### src/rtl/ledmatrix_pkg.sv
// Shared definitions for the LED matrix serial link: register addresses,
// receiver state encoding and the code-B segment table.
package ledmatrix_pkg;

    localparam logic [3:0] ADDR_NOOP      = 4'h0;
    localparam logic [3:0] ADDR_DECODE    = 4'h9;
    localparam logic [3:0] ADDR_INTENSITY = 4'hA;
    localparam logic [3:0] ADDR_SCANLIMIT = 4'hB;
    localparam logic [3:0] ADDR_SHUTDOWN  = 4'hC;
    localparam logic [3:0] ADDR_TEST      = 4'hF;

    typedef enum logic [1:0] {
        RX_IDLE  = 2'd0,
        RX_SHIFT = 2'd1,
        RX_LATCH = 2'd2
    } t_rx_state;

    // Code-B font, segments {a,b,c,d,e,f,g} on bits [6:0].
    function automatic logic [6:0] codeb_segs(input logic [3:0] code);
        logic [6:0] segs;
        case (code)
            4'h0:    segs = 7'h7E;
            4'h1:    segs = 7'h30;
            4'h2:    segs = 7'h6D;
            4'h3:    segs = 7'h79;
            4'h4:    segs = 7'h33;
            4'h5:    segs = 7'h5B;
            4'h6:    segs = 7'h5F;
            4'h7:    segs = 7'h70;
            4'h8:    segs = 7'h7F;
            4'h9:    segs = 7'h7B;
            4'hA:    segs = 7'h01;  // '-'
            4'hB:    segs = 7'h4F;  // 'E'
            4'hC:    segs = 7'h37;  // 'H'
            4'hD:    segs = 7'h0E;  // 'L'
            4'hE:    segs = 7'h67;  // 'P'
            default: segs = 7'h00;  // blank
        endcase
        return segs;
    endfunction

endpackage

### src/rtl/ledmatrix_rx_codeb_decoder.sv
// Code-B digit to seven-segment lookup for one display row.
module codeb_decoder
    import ledmatrix_pkg::*;
(
    input  logic [3:0] in_code,
    output logic [6:0] out_segs
);

    // Pure table lookup; the row register downstream provides the timing.
    always_comb begin
        out_segs = codeb_segs(in_code);
    end

endmodule

### src/rtl/ledmatrix_rx.sv
// Receiving end of the MAX7219-style serial link. Synchronises the pins,
// assembles 16-bit {addr, data} words, updates the display registers and
// renders the registered pixel matrix.
//
// state    | meaning
// ---------+-------------------------------------------------------------
// RX_IDLE  | chip select low, waiting for it to rise
// RX_SHIFT | chip select high, shifting one bit per sclk rising edge
// RX_LATCH | chip select just fell; accept the word or flag a short word
module ledmatrix_rx
    import ledmatrix_pkg::*;
#(
    parameter int NUM_SEGS     = 8,
    parameter int LEDS_PER_SEG = 8,
    parameter int WORD_BITS    = 16,
    parameter int SYNC_STAGES  = 2
) (
    input  logic                             in_clk,
    input  logic                             in_rst,
    input  logic                             in_sclk,
    input  logic                             in_mosi,
    input  logic                             in_cs,
    output logic                             out_dout,
    output logic [NUM_SEGS*LEDS_PER_SEG-1:0] out_pixels,
    output logic                             out_shutdown,
    output logic                             out_test,
    output logic [3:0]                       out_intensity,
    output logic [2:0]                       out_scan_limit,
    output logic [7:0]                       out_decode,
    output logic [WORD_BITS-1:0]             out_word,
    output logic                             out_word_valid,
    output logic                             out_err
);

    logic [SYNC_STAGES-1:0] sclk_sync_q, sclk_sync_d;
    logic [SYNC_STAGES-1:0] cs_sync_q,   cs_sync_d;
    logic [SYNC_STAGES-1:0] mosi_sync_q, mosi_sync_d;
    logic                   sclk_prev_q, sclk_prev_d;
    logic                   cs_prev_q,   cs_prev_d;

    t_rx_state              state_q, state_d;
    logic [4:0]             bit_ctr_q, bit_ctr_d;
    logic [WORD_BITS-1:0]   shift_q, shift_d;
    logic [WORD_BITS-1:0]   word_q, word_d;
    logic                   word_valid_q, word_valid_d;
    logic                   err_q, err_d;

    logic [LEDS_PER_SEG-1:0] digit_q [NUM_SEGS];
    logic [LEDS_PER_SEG-1:0] digit_d [NUM_SEGS];
    logic [7:0]             decode_q, decode_d;
    logic [3:0]             intensity_q, intensity_d;
    logic [2:0]             scan_limit_q, scan_limit_d;
    logic                   shutdown_q, shutdown_d;
    logic                   test_q, test_d;
    logic [NUM_SEGS*LEDS_PER_SEG-1:0] pixels_q, pixels_d;

    logic                   sclk_s, cs_s, mosi_s;
    logic                   sclk_rise, cs_rise;
    logic [3:0]             rx_addr;
    logic [7:0]             rx_data;
    logic [6:0]             segs [NUM_SEGS];

    assign sclk_s    = sclk_sync_q[SYNC_STAGES-1];
    assign cs_s      = cs_sync_q[SYNC_STAGES-1];
    assign mosi_s    = mosi_sync_q[SYNC_STAGES-1];
    assign sclk_rise = sclk_s & ~sclk_prev_q;
    assign cs_rise   = cs_s & ~cs_prev_q;
    assign rx_addr   = shift_q[11:8];
    assign rx_data   = shift_q[7:0];

    genvar g;
    generate
        for (g = 0; g < NUM_SEGS; g++) begin : g_row
            codeb_decoder u_codeb (
                .in_code  (digit_q[g][3:0]),
                .out_segs (segs[g])
            );
        end
    endgenerate

    // Pin synchronisers followed by one stage of edge-detect history.
    always_comb begin
        sclk_sync_d = {sclk_sync_q[SYNC_STAGES-2:0], in_sclk};
        cs_sync_d   = {cs_sync_q[SYNC_STAGES-2:0],   in_cs};
        mosi_sync_d = {mosi_sync_q[SYNC_STAGES-2:0], in_mosi};
        sclk_prev_d = sclk_s;
        cs_prev_d   = cs_s;
    end

    // Receive FSM next state plus register-file writes on an accepted word.
    always_comb begin
        state_d      = state_q;
        bit_ctr_d    = bit_ctr_q;
        shift_d      = shift_q;
        word_d       = word_q;
        word_valid_d = 1'b0;
        err_d        = 1'b0;
        digit_d      = digit_q;
        decode_d     = decode_q;
        intensity_d  = intensity_q;
        scan_limit_d = scan_limit_q;
        shutdown_d   = shutdown_q;
        test_d       = test_q;

        case (state_q)
            RX_IDLE: begin
                if (cs_rise) begin
                    state_d   = RX_SHIFT;
                    bit_ctr_d = '0;
                end
            end
            RX_SHIFT: begin
                // A final sclk edge seen together with cs low is still kept.
                if (sclk_rise) begin
                    shift_d = {shift_q[WORD_BITS-2:0], mosi_s};
                    if (bit_ctr_q != 5'd31) begin
                        bit_ctr_d = bit_ctr_q + 5'd1;
                    end
                end
                if (!cs_s) begin
                    state_d = RX_LATCH;
                end
            end
            RX_LATCH: begin
                if (bit_ctr_q >= 5'(WORD_BITS)) begin
                    word_d       = shift_q;
                    word_valid_d = 1'b1;
                    for (int i = 0; i < NUM_SEGS; i++) begin
                        if (rx_addr == 4'(i + 1)) begin
                            digit_d[i] = rx_data;
                        end
                    end
                    case (rx_addr)
                        ADDR_DECODE:    decode_d     = rx_data;
                        ADDR_INTENSITY: intensity_d  = rx_data[3:0];
                        ADDR_SCANLIMIT: scan_limit_d = rx_data[2:0];
                        ADDR_SHUTDOWN:  shutdown_d   = ~rx_data[0];
                        ADDR_TEST:      test_d       = rx_data[0];
                        default:        ;
                    endcase
                end else begin
                    err_d = 1'b1;
                end
                // Back-to-back words: cs already high again restarts the count.
                if (cs_s) begin
                    state_d   = RX_SHIFT;
                    bit_ctr_d = '0;
                end else begin
                    state_d = RX_IDLE;
                end
            end
            default: state_d = RX_IDLE;
        endcase
    end

    // Pixel rendering: test beats shutdown, rows beyond the scan limit stay dark.
    always_comb begin
        pixels_d = '0;
        for (int i = 0; i < NUM_SEGS; i++) begin
            if (test_q) begin
                pixels_d[i*LEDS_PER_SEG +: LEDS_PER_SEG] = '1;
            end else if (shutdown_q || (i > int'(scan_limit_q))) begin
                pixels_d[i*LEDS_PER_SEG +: LEDS_PER_SEG] = '0;
            end else if (decode_q[i]) begin
                pixels_d[i*LEDS_PER_SEG +: LEDS_PER_SEG] = {digit_q[i][7], segs[i]};
            end else begin
                pixels_d[i*LEDS_PER_SEG +: LEDS_PER_SEG] = digit_q[i];
            end
        end
    end

    // All state registers; reset leaves the display shut down and discards any partial word.
    always_ff @(posedge in_clk or posedge in_rst) begin
        if (in_rst) begin
            sclk_sync_q  <= '0;
            cs_sync_q    <= '0;
            mosi_sync_q  <= '0;
            sclk_prev_q  <= 1'b0;
            cs_prev_q    <= 1'b0;
            state_q      <= RX_IDLE;
            bit_ctr_q    <= '0;
            shift_q      <= '0;
            word_q       <= '0;
            word_valid_q <= 1'b0;
            err_q        <= 1'b0;
            for (int i = 0; i < NUM_SEGS; i++) begin
                digit_q[i] <= '0;
            end
            decode_q     <= '0;
            intensity_q  <= '0;
            scan_limit_q <= '0;
            shutdown_q   <= 1'b1;
            test_q       <= 1'b0;
            pixels_q     <= '0;
        end else begin
            sclk_sync_q  <= sclk_sync_d;
            cs_sync_q    <= cs_sync_d;
            mosi_sync_q  <= mosi_sync_d;
            sclk_prev_q  <= sclk_prev_d;
            cs_prev_q    <= cs_prev_d;
            state_q      <= state_d;
            bit_ctr_q    <= bit_ctr_d;
            shift_q      <= shift_d;
            word_q       <= word_d;
            word_valid_q <= word_valid_d;
            err_q        <= err_d;
            digit_q      <= digit_d;
            decode_q     <= decode_d;
            intensity_q  <= intensity_d;
            scan_limit_q <= scan_limit_d;
            shutdown_q   <= shutdown_d;
            test_q       <= test_d;
            pixels_q     <= pixels_d;
        end
    end

    assign out_dout       = shift_q[WORD_BITS-1];
    assign out_pixels     = pixels_q;
    assign out_shutdown   = shutdown_q;
    assign out_test       = test_q;
    assign out_intensity  = intensity_q;
    assign out_scan_limit = scan_limit_q;
    assign out_decode     = decode_q;
    assign out_word       = word_q;
    assign out_word_valid = word_valid_q;
    assign out_err        = err_q;

endmodule
### config.mk
export PLATFORM = sky130hd
export DESIGN_NAME = ledmatrix_rx
export DESIGN_NICKNAME = d
export VERILOG_FILES = /design/src/rtl/ledmatrix_pkg.sv /design/src/rtl/ledmatrix_rx_codeb_decoder.sv /design/src/rtl/ledmatrix_rx.sv
export SDC_FILE = /design/constraint.sdc
export NUM_CORES = 1
export LEC_CHECK = 0
export BUFFER_PORTS_ARGS = -buffer_cell sky130_fd_sc_hd__buf_2
export CELL_PAD_IN_SITES_DETAIL_PLACEMENT = 1
export CELL_PAD_IN_SITES_GLOBAL_PLACEMENT = 2
export CORE_MARGIN = 2
export CORE_UTILIZATION = 30
export DETAILED_ROUTE_END_ITERATION = 6
export GPL_TIMING_DRIVEN = 0
export PLACE_DENSITY = 0.63
export SLEW_MARGIN = 10
export SYNTH_ARGS = -nofsm -noshare
export SYNTH_HDL_FRONTEND = slang
export SYNTH_SLANG_ARGS = --single-unit
### constraint.sdc
create_clock -name in_clk -period 12.75 [get_ports in_clk]
set_clock_uncertainty 0.1 [all_clocks]
set_input_delay 1.275 -clock in_clk [delete_from_list [all_inputs] [get_ports in_clk]]
set_output_delay 1.275 -clock in_clk [all_outputs]
set_load 0.02 [all_outputs]
==> impl_metrics.py, run 1 <==
metrics = {
    "critical_path": {
        "path_cells": "buf_2",
        "cp.arrival_ns": 1.26,
        "criticalPathCategory": "reg2out",
        "cp_slowest_cell": "dfrtp_1",
        "worstPathBufferInverterCount": 1,
        "max_stage_delay_ns": 0.58,
        "r2r-start": "out_shutdown",
        "required_ns": 11.38,
        "crit_start": "out_test",
        "crit_fanout": 6,
        "endpoint_kind": "output pin",
        "path_delay_family": "flip-flops",
        "startpoint_type": "flop",
    },
    "placement": {
        "io_buffer_count": 104,
        "dpl_cell_area_mm2": 0.01068,
        "place_congestion": 0.8319,
        "hpwl_um": 18990,
    },
    "clocking": {
        "cts_resized": 0,
        "htree_num_levels": 4,
        "clockRootBuffer": "clkbuf_16",
        "cts_tree": "built",
        "clockBufferDepth": 2,
        "hold_buffers": 0,
        "post_cts_buffers": 0,
        "worstSkewPairLatency_ns": 0.44,
        "clk_pin_slew_ns": 0.07,
        "cts.sinks": 194,
        "cts_made_buffers": 17,
    },
    "grt": {
        "grt_overflow_total": 0,
        "grt_antenna_before_repair": 0,
        "grt_pass1_wl_um": 43770,
        "grt_pass1_vias": 7386,
        "track_usage": 0.1706,
        "grt_max_degree": 114,
    },
    "logic_synthesis": {
        "synth.ff_latch_count": 194,
        "syn_area_mm2": 0.009623,
        "synth_seq_area_share": 0.5046,
        "async_flop_share": 1.000,
        "ys_types": 60,
        "syn_avg_cell_area_um2": 10.96,
        "syn-num-nets": 936,
        "synth_edf_count": 0,
        "synthCells": 878,
        "dominantRegCellSynth": "dfrtp_1",
        "yosys_warnings": 0,
    },
    "floorplanning": {
        "core_area_mm2": 0.03156,
        "initial_utilization": 0.3050,
        "die_w_um": 183.1,
        "io_pins": 105,
        "die_h_um": 183.1,
        "die_area_mm2": 0.03353,
        "row_count": 65,
    },
    "cells_and_area": {
        "drive_gt1_frac": 0.2577,
        "nFillCells": 3575,
        "register_area_mm2": 0.004856,
        "final_net_count": 1060,
        "multi_input_area_mm2": 0.004369,
        "final_util": 0.3588,
        "antenna_cells": 0,
        "final_area_mm2": 0.01132,
        "syn2layout_area_growth_pct": 17.67,
    },
    "power": {
        "peakVddDrop_uv": 95.03,
        "finalPower_mw": 1.325,
        "combPwrFrac": 0.066,
        "internal_power_mw": 0.9981,
        "switching_power_mw": 0.3268,
        "clkPwrFrac": 0.450,
        "leakage_nw": 5.672,
        "sw_frac_of_total": 0.2467,
        "pwr-share-seq": 0.484,
        "power.density_mw_per_mm2": 117.0,
    },
    "flow_run": {
        "maxCapViolCount": 0,
    },
    "sta": {
        "relSlewSlack": 0.3633,
        "rsz0062_at_grt": "no",
        "min_period_ns": 2.636,
        "timing.fmax_mhz": 379.4,
        "post-route-period-util": 0.2067,
        "setup_tns_ns": 0,
        "hold_ws_ns": 0.2512,
        "hold_viol_final": 0,
        "setup_viol": 0,
        "maxSlewViolCount": 0,
        "worst_pin_slew_ns": 0.9550,
    },
    "run_status": {
        "status": "finished clean",
    },
    "drt": {
        "ant_nets": 0,
        "routedWlPerCell_um": 19.47,
        "wl_um": 27550,
        "detail_route.vias_per_cell": 5.004,
        "drc": 0,
        "drt_pass1_iterations": 4,
        "drt_iter0_drc": 405,
        "vias": 7081,
    },
    "min_path": {
        "holdCritStartpoint": "mosi_sync_q[0]",
        "worstHoldPathType": "reg2reg",
    },
}
## cell usage in the layout, fill, tap and decap left out, drive strengths merged, types with 5 or more instances in the layout
cell type,n
a211oi,8
a21o,13
a21oi,30
a311o,5
a31oi,15
and3,5
buf,113
bufinv,5
clkbuf,63
clkinv,5
dfrtp,193
ha,53
inv,50
mux2,99
mux2i,13
mux4,9
nand2,118
nand2b,12
nand3,15
nand4,6
nor2,33
nor2b,13
nor3,7
nor3b,5
o2111ai,8
o21ai,62
o221ai,8
## worst paths after layout
kind                       slack [ns]  cells past startpoint              to
setup reg to reg                10.27                      6  out_pixels[40]
min in group asynchronous        0.79                      2     out_word[0]
max in group asynchronous       10.78                      3     digit_q[48]
setup / recovery                10.11                      1        out_test
hold reg to reg                  0.25                      0  mosi_sync_q[1]
hold / removal                   0.25                      0  mosi_sync_q[1]
## cell families after synthesis
group | share of synthesized area
and+or+nand+nor | 0.1127
DFF | 0.5046
AOI/OAI and AO/OA | 0.1179
xor gates and xnor gates | 0.0009103
adders and majority gates | 0.06891
muxes | 0.1536
buffers and inverters | 0.04135
## final cells by class
cell class	count	share of cell area
Tap cell	402	0.04442
Multi-Input combinational cell	582	0.3859
Inverter	49	0.01702
Timing Repair Buffer	105	0.04840
Sequential cell	194	0.4288
Clock inverter	12	0.01790
Clock buffer	18	0.03878
Buffer	53	0.01878
## cell usage after synthesis (4+ instances only)
library cell,number,area share
nand3_1,15,0.0078
ha_1,53,0.069
mux4_2,9,0.021
buf_2,5,0.0026
mux2i_1,13,0.014
o211ai_1,4,0.0031
a21o_1,13,0.010
nor2b_1,13,0.0085
nor2_1,32,0.012
nor3_1,7,0.0036
inv_1,47,0.018
and3_1,5,0.0033
clkbuf_1,45,0.018
a31oi_1,15,0.0098
nand2_2,4,0.0026
o221ai_1,8,0.0073
nand2b_1,12,0.0078
nand4_1,6,0.0039
a211oi_1,8,0.0062
o2111ai_1,8,0.0073
a311o_1,5,0.0052
nand4b_1,4,0.0036
mux2_2,91,0.11
nor3b_1,5,0.0039
a21oi_1,30,0.016
o21ai_0,62,0.032
nand2_1,114,0.044
mux2_4,8,0.012
dfrtp_1,193,0.50
## worst reg2reg max path, stage by stage (launching register included)
cell,delay [ns]
dfstp_2,0.38
clkbuf_1,0.23
nor2b_1,0.58
o21a_1,0.21
clkbuf_1,0.47
o211ai_1,0.20
o21ai_0,0.23
## stage by stage
stage	worst slack (ns)	cells
2_1_floorplan	6.093	878
3_3_place_gp	3.545	1384
3_5_place_dp	10.23	1385
4_1_cts	10.05	1415
5_1_grt	10.04	1415
6_report	10.11	1415
## registers in the layout (all words and copies together), names as in the netlist, 2 cells and up
name	cells
mosi_sync_q	2
sclk_sync_q	2
out_intensity	4
state_q	2
out_decode	8
digit_q	64
shift_q	16
out_word	16
bit_ctr_q	5
out_scan_limit	3
cs_sync_q	2
out_pixels	64
## metal layers
metal	routed length, µm	global-route usage	share of wire	vias to the layer above
met5	0	0	0	-
met4	248	0.03808	0.0090	0
met3	1028	0.03574	0.037	17
met2	13030	0.2785	0.47	106
met1	13250	0.2335	0.48	3616
li1	-	-	-	3342
## power groups by stage
stage	clock [mW]	combinational [mW]	sequential [mW]
global route	0.643	0.0975	0.643
detailed placement	0	0.0927	0.653
global placement	0	0.0896	0.654
floorplan	0	0.0437	0.648
CTS	0.618	0.0929	0.641
finish	0.596	0.0871	0.642
Power figures use the tool's default switching activity.
==> inputs of run 2 (changes only) <==
--- a/config.mk
+++ b/config.mk
@@ -12,7 +12,7 @@
 export CORE_UTILIZATION = 30
 export DETAILED_ROUTE_END_ITERATION = 6
 export GPL_TIMING_DRIVEN = 0
-export PLACE_DENSITY = 0.63
+export PLACE_DENSITY = 0.66
 export SLEW_MARGIN = 10
 export SYNTH_ARGS = -nofsm -noshare
 export SYNTH_HDL_FRONTEND = slang
==> constraint.sdc (replaced) <==
create_clock -name in_clk -period 2.33 [get_ports in_clk]
set_clock_uncertainty 0.1 [all_clocks]
set_input_delay 0.233 -clock in_clk [delete_from_list [all_inputs] [get_ports in_clk]]
set_output_delay 0.233 -clock in_clk [all_outputs]
set_load 0.02 [all_outputs]
==> run 2 against run 1 <==
Against the previous run: core utilization rose by 0.071 points; first-iteration DRC count fell by 29%; sequential cell count did not move; wire length fell by 1.9%; clock power rose to 4.7 times the previous value; total power rose to 5.1 times the previous value; non-clock buffer count rose by 8; final cell count rose by 0.57%; combinational power rose to 5.6 times the previous value; final area rose by 0.20%; die area did not move.
==> impl_metrics.py, run 2 (same netlist as run 1, synthesis figures left out) <==
metrics = {
    "power": {
        "peakVddDrop_uv": 493.9,
        "internal_power_mw": 5.016,
        "leakage_nw": 5.672,
        "pwr-share-seq": 0.518,
        "clkPwrFrac": 0.410,
        "sw_frac_of_total": 0.2603,
        "switching_power_mw": 1.766,
        "combPwrFrac": 0.072,
        "power.density_mw_per_mm2": 597.7,
    },
    "cells_and_area": {
        "drive_gt1_frac": 0.2605,
        "final_cell_mix": "dfrtp_1 (193), nand2_1 (114), buf_2 (109)",
        "syn2layout_area_growth_pct": 17.90,
        "nFillCells": 3525,
        "final_area_mm2": 0.01135,
        "antenna_cells": 0,
        "final_net_count": 1068,
        "final_common_cell": "dfrtp_1",
    },
    "clocking": {
        "post_cts_buffers": 0,
        "clockRootBuffer": "clkbuf_16",
        "cts.sinks": 194,
        "cts_made_buffers": 17,
        "cts_tree": "built",
        "clk_pin_slew_ns": 0.07,
        "htree_num_levels": 4,
        "worstSkewPairLatency_ns": 0.44,
        "clockBufferDepth": 2,
    },
    "run_status": {
        "status": "finished clean",
    },
    "sta": {
        "timing.fmax_mhz": 461.7,
        "worst_pin_slew_ns": 0.9007,
        "rsz0062_at_grt": "no",
        "hold_viol_final": 0,
        "maxSlewViolCount": 0,
        "setup_viol": 0,
        "setup_ws_ns": 0.1642,
        "relSlewSlack": 0.3995,
        "min_period_ns": 2.166,
        "post-route-period-util": 0.9295,
        "setup_tns_ns": 0,
        "hold_ws_ns": 0.2266,
    },
    "floorplanning": {
        "die_h_um": 183.1,
        "die_w_um": 183.1,
        "die_area_mm2": 0.03353,
        "row_count": 65,
        "initial_utilization": 0.3050,
        "io_pins": 105,
        "core_area_mm2": 0.03156,
    },
    "grt": {
        "grt_antenna_before_repair": 0,
        "grt_pass1_wl_um": 43140,
        "grt_max_degree": 36,
        "grt_pass1_vias": 7360,
        "grt_overflow_total": 0,
        "track_usage": 0.1675,
    },
    "critical_path": {
        "cp_slowest_cell": "nor3b_1",
        "max_stage_delay_ns": 0.55,
        "endpoint_kind": "flop",
        "cp.arrival_ns": 2.39,
        "startpoint_type": "flop",
        "path_cells": "nand3b_4 -> nor3b_1 -> nand2_2 -> mux2_2",
        "required_ns": 2.55,
        "crit_fanout": 10,
        "criticalPathCategory": "reg2reg",
    },
    "placement": {
        "dpl_cell_area_mm2": 0.01077,
        "place_congestion": 0.8199,
        "hpwl_um": 19140,
        "io_buffer_count": 104,
        "dpl_worst_slack_ns": -0.06861,
    },
    "flow_run": {
        "maxCapViolCount": 0,
    },
    "drt": {
        "drt_iter0_drc": 287,
        "drt_pass1_iterations": 4,
        "detail_route.vias_per_cell": 4.968,
        "wl_um": 27040,
        "drc": 0,
        "vias": 7069,
        "routedWlPerCell_um": 19.00,
        "ant_nets": 0,
    },
    "min_path": {
        "worstHoldPathType": "in2async",
    },
}
-- run 2: changes by cell type in the layout (fill, tap and decap cells not counted), sizes merged --
cell	delta
buf	+5
bufinv	-4
dlygate4sd3	+4
clkinvlp	+3
clkbuf	-1
clkinv	+1
-- run 2: stage by stage --
stage / instances / utilization / total power [mW]
after floorplan: 878 / - / 3.787
after global placement: 1384 / 0.3375 / 4.051
after detailed placement: 1390 / 0.3413 / 4.083
after CTS: 1423 / 0.3595 / 6.923
after global routing: 1423 / 0.3596 / 7.093
final: 1423 / 0.3596 / 6.782
-- run 2: final timing paths --
check	from	end	slack (ns)	cells after the start
hold reg to reg	sclk_sync_q[0]	sclk_sync_q[1]	0.25	0
hold / removal	in_rst	out_word[0]	0.23	3
max in group asynchronous	in_rst	digit_q[51]	0.98	6
setup / recovery	state_q[0]	out_decode[1]	0.16	4
min in group in_clk	sclk_sync_q[0]	sclk_sync_q[1]	0.25	0
setup reg to reg	state_q[0]	out_decode[1]	0.16	4
-- run 2: routing by layer --
layer,wire length (µm),track usage,vias up
met4,471,0.04832,0
li1,-,-,3341
met1,12680,0.2207,3588
met5,0,0,-
met3,1107,0.03713,28
met2,12780,0.2770,112
-- run 2: layout make-up --
cell class / count / area, µm² / share of cell area
Sequential cell: 194 / 4856 / 0.4280
Inverter: 49 / 188.9 / 0.01665
Tap cell: 402 / 503.0 / 0.04433
Timing Repair Buffer: 114 / 680.7 / 0.05999
Clock buffer: 18 / 429.2 / 0.03783
Buffer: 52 / 209.0 / 0.01842
Multi-Input combinational cell: 582 / 4372 / 0.3853
Clock inverter: 12 / 107.6 / 0.009484
-- run 2: power by group through the flow --
stage          logic (mW)  clock network [mW]  registers (mW)
2_1_floorplan       0.240                   0            3.55
3_3_place_gp        0.475                   0            3.58
3_5_place_dp        0.506                   0            3.58
4_1_cts             0.517                2.89            3.51
5_1_grt             0.539                3.03            3.53
6_report            0.486                2.78            3.51
-- run 2: timing repair --
item / CTS / global route
resized for setup: 0 / 1
hold endpoints to repair: 31 / 0
setup endpoints to repair: 4 / 4
hold buffers: 4 / 0
gates cloned: 0 / 0
-- run 2: worst max-delay path: cells and delay by family (launching register included) --
family	cells	cell delay (ns)
flops	1	0.42
mux	1	0.37
simple gates	3	1.17
==> inputs of run 3 (changes only) <==
--- a/config.mk
+++ b/config.mk
@@ -12,7 +12,7 @@
 export CORE_UTILIZATION = 30
 export DETAILED_ROUTE_END_ITERATION = 6
 export GPL_TIMING_DRIVEN = 0
-export PLACE_DENSITY = 0.66
+export PLACE_DENSITY = 0.63
 export SLEW_MARGIN = 10
 export SYNTH_ARGS = -nofsm -noshare
 export SYNTH_HDL_FRONTEND = slang
==> run 3 against run 2 <==
Against the previous run: fmax decreased by 1.9%; sequential cell count unchanged; wire length grew 1.9%; non-clock buffer count down 1; final area about the same; clock power barely moved; die area unchanged; count of clock-buffer cells in the layout up 1; first-iteration DRC count is 22% higher; combinational power rose by 1%; sequential power is essentially flat.
==> impl_metrics.py, run 3 (same netlist as run 1, synthesis figures left out) <==
metrics = {
    "power": {
        "power.density_mw_per_mm2": 600.8,
        "peakVddDrop_uv": 460.5,
        "leakage_nw": 5.662,
    },
    "critical_path": {
        "crit_fanout": 10,
        "required_ns": 2.55,
        "reg2reg_setup_slack_ns": 0.12,
        "path_cells": "nand3b_4 -> clkinv_2 -> nand2_2 -> or4_1 -> buf_6 -> mux2_4",
        "criticalPathCategory": "reg2reg",
        "timing.rr.end": "digit_q[53]",
        "cp.arrival_ns": 2.43,
        "endpoint_kind": "flop",
        "worstRegToRegCells": 6,
        "r2r-start": "state_q[0]",
        "cp_slowest_cell": "or4_1",
        "startpoint_type": "flop",
        "max_stage_delay_ns": 0.51,
    },
    "sta": {
        "timing.fmax_mhz": 452.9,
        "setup_tns_ns": 0,
        "setup_viol": 0,
        "post-route-period-util": 0.9476,
        "rsz0062_at_grt": "no",
        "setup_ws_ns": 0.1220,
        "worst_pin_slew_ns": 1.007,
        "maxSlewViolCount": 0,
        "min_period_ns": 2.208,
        "relSlewSlack": 0.3287,
        "hold_viol_final": 0,
    },
    "cells_and_area": {
        "final_area_mm2": 0.01134,
        "syn2layout_area_growth_pct": 17.80,
        "final_net_count": 1067,
        "nFillCells": 3507,
        "final_cell_mix": "dfrtp_1 (193), nand2_1 (114), buf_2 (109)",
        "antenna_cells": 0,
        "final_common_cell": "dfrtp_1",
        "drive_gt1_frac": 0.2613,
    },
    "grt": {
        "grt_pass1_wl_um": 43540,
        "grt_antenna_before_repair": 0,
        "grt_overflow_total": 0,
        "grt_max_degree": 39,
        "track_usage": 0.1703,
        "grt_pass1_vias": 7289,
    },
    "placement": {
        "dpl_worst_slack_ns": -0.09524,
        "hpwl_um": 19370,
        "io_buffer_count": 104,
        "place_congestion": 0.8400,
        "dpl_cell_area_mm2": 0.01075,
    },
    "drt": {
        "drt_pass1_iterations": 4,
        "wl_um": 27540,
        "vias": 6962,
        "detail_route.vias_per_cell": 4.889,
        "drc": 0,
        "drt_iter0_drc": 349,
        "ant_nets": 0,
        "routedWlPerCell_um": 19.34,
    },
    "clocking": {
        "worstSkewPairLatency_ns": 0.44,
        "cts.sinks": 194,
        "cts_tree": "built",
        "clockBufferDepth": 2,
        "htree_num_levels": 4,
        "clk_pin_slew_ns": 0.07,
        "clockRootBuffer": "clkbuf_16",
        "post_cts_buffers": 0,
        "cts_made_buffers": 17,
    },
    "floorplanning": {
        "die_area_mm2": 0.03353,
        "initial_utilization": 0.3050,
        "io_pins": 105,
        "core_area_mm2": 0.03156,
        "die_h_um": 183.1,
        "die_w_um": 183.1,
        "row_count": 65,
    },
    "min_path": {
        "worstHoldEndpoint": "cs_sync_q[1]",
        "holdCritStartpoint": "cs_sync_q[0]",
        "hold_depth": 0,
        "worstHoldPathType": "reg2reg",
    },
    "run_status": {
        "status": "finished clean",
    },
    "flow_run": {
        "maxCapViolCount": 0,
    },
}
run 3: changes by cell type in the layout (fill, tap and decap cells not counted):
cell,delta
clkinv_2,-2
clkinv_4,+2
buf_12,-1
bufinv_16,-1
clkbuf_8,+1
clkinvlp_4,+1
inv_8,+1
run 3: metrics by stage:
step           power (mW)  utilization  hold slack, ns  std cells
2_1_floorplan       3.787            -          0.1644        878
3_3_place_gp        4.066       0.3375          0.2341       1384
3_5_place_dp        4.088       0.3407          0.2397       1389
5_1_grt             7.119       0.3592          0.2558       1424
6_report            6.811       0.3592          0.2519       1424
4_1_cts             6.948       0.3592          0.2559       1424
run 3: area by class of cell:
| type | count | area, µm² | area share |
|---|---|---|---|
| Tap cell | 402 | 503.0 | 0.04437 |
| Clock inverter | 13 | 103.9 | 0.009161 |
| Inverter | 49 | 188.9 | 0.01667 |
| Sequential cell | 194 | 4856 | 0.4284 |
| Buffer | 52 | 209.0 | 0.01843 |
| Multi-Input combinational cell | 582 | 4372 | 0.3857 |
| Clock buffer | 19 | 442.9 | 0.03907 |
| Timing Repair Buffer | 113 | 660.6 | 0.05828 |
run 3: worst max path at each step:
stage               slack, ns        endpoint  depth (start not counted)         start
floorplan               -0.51    bit_ctr_q[0]                          1        in_rst
global placement        -1.91  out_pixels[10]                          2        in_rst
detailed placement       -0.1  out_pixels[40]                          6  out_shutdown
CTS                      0.11     digit_q[55]                          6    state_q[0]
global route             0.02     digit_q[50]                          6    state_q[1]
finish                   0.12     digit_q[53]                          6    state_q[0]
run 3: worst max-delay path: cells and delay by family, from the launching register on:
kind	cells	cell delay [ns]
simple gates	3	0.87
buf+inv	2	0.40
mux	1	0.29
flops	1	0.42
run 3: what timing repair did:
item | 4_1_cts | 5_1_grt
hold buffers | 4 | 0
setup endpoints to repair | 6 | 0
gates resized for setup | 1 | 0
endpoints found under the hold margin | 30 | 0
run 3: layer usage:
layer | global-route usage | routed length (µm) | vias up
li1 | - | - | 3350
met1 | 0.2335 | 13360 | 3509
met2 | 0.2783 | 13000 | 88
met3 | 0.03396 | 929 | 15
met4 | 0.03872 | 244 | 0
met5 | 0 | 0 | -
run 3: where the power goes:
group	total [mW]	internal (mW)	switching (mW)
Combinational	0.492	0.113	0.379
Clock	2.81	1.42	1.40
Sequential	3.51	3.43	0.0757
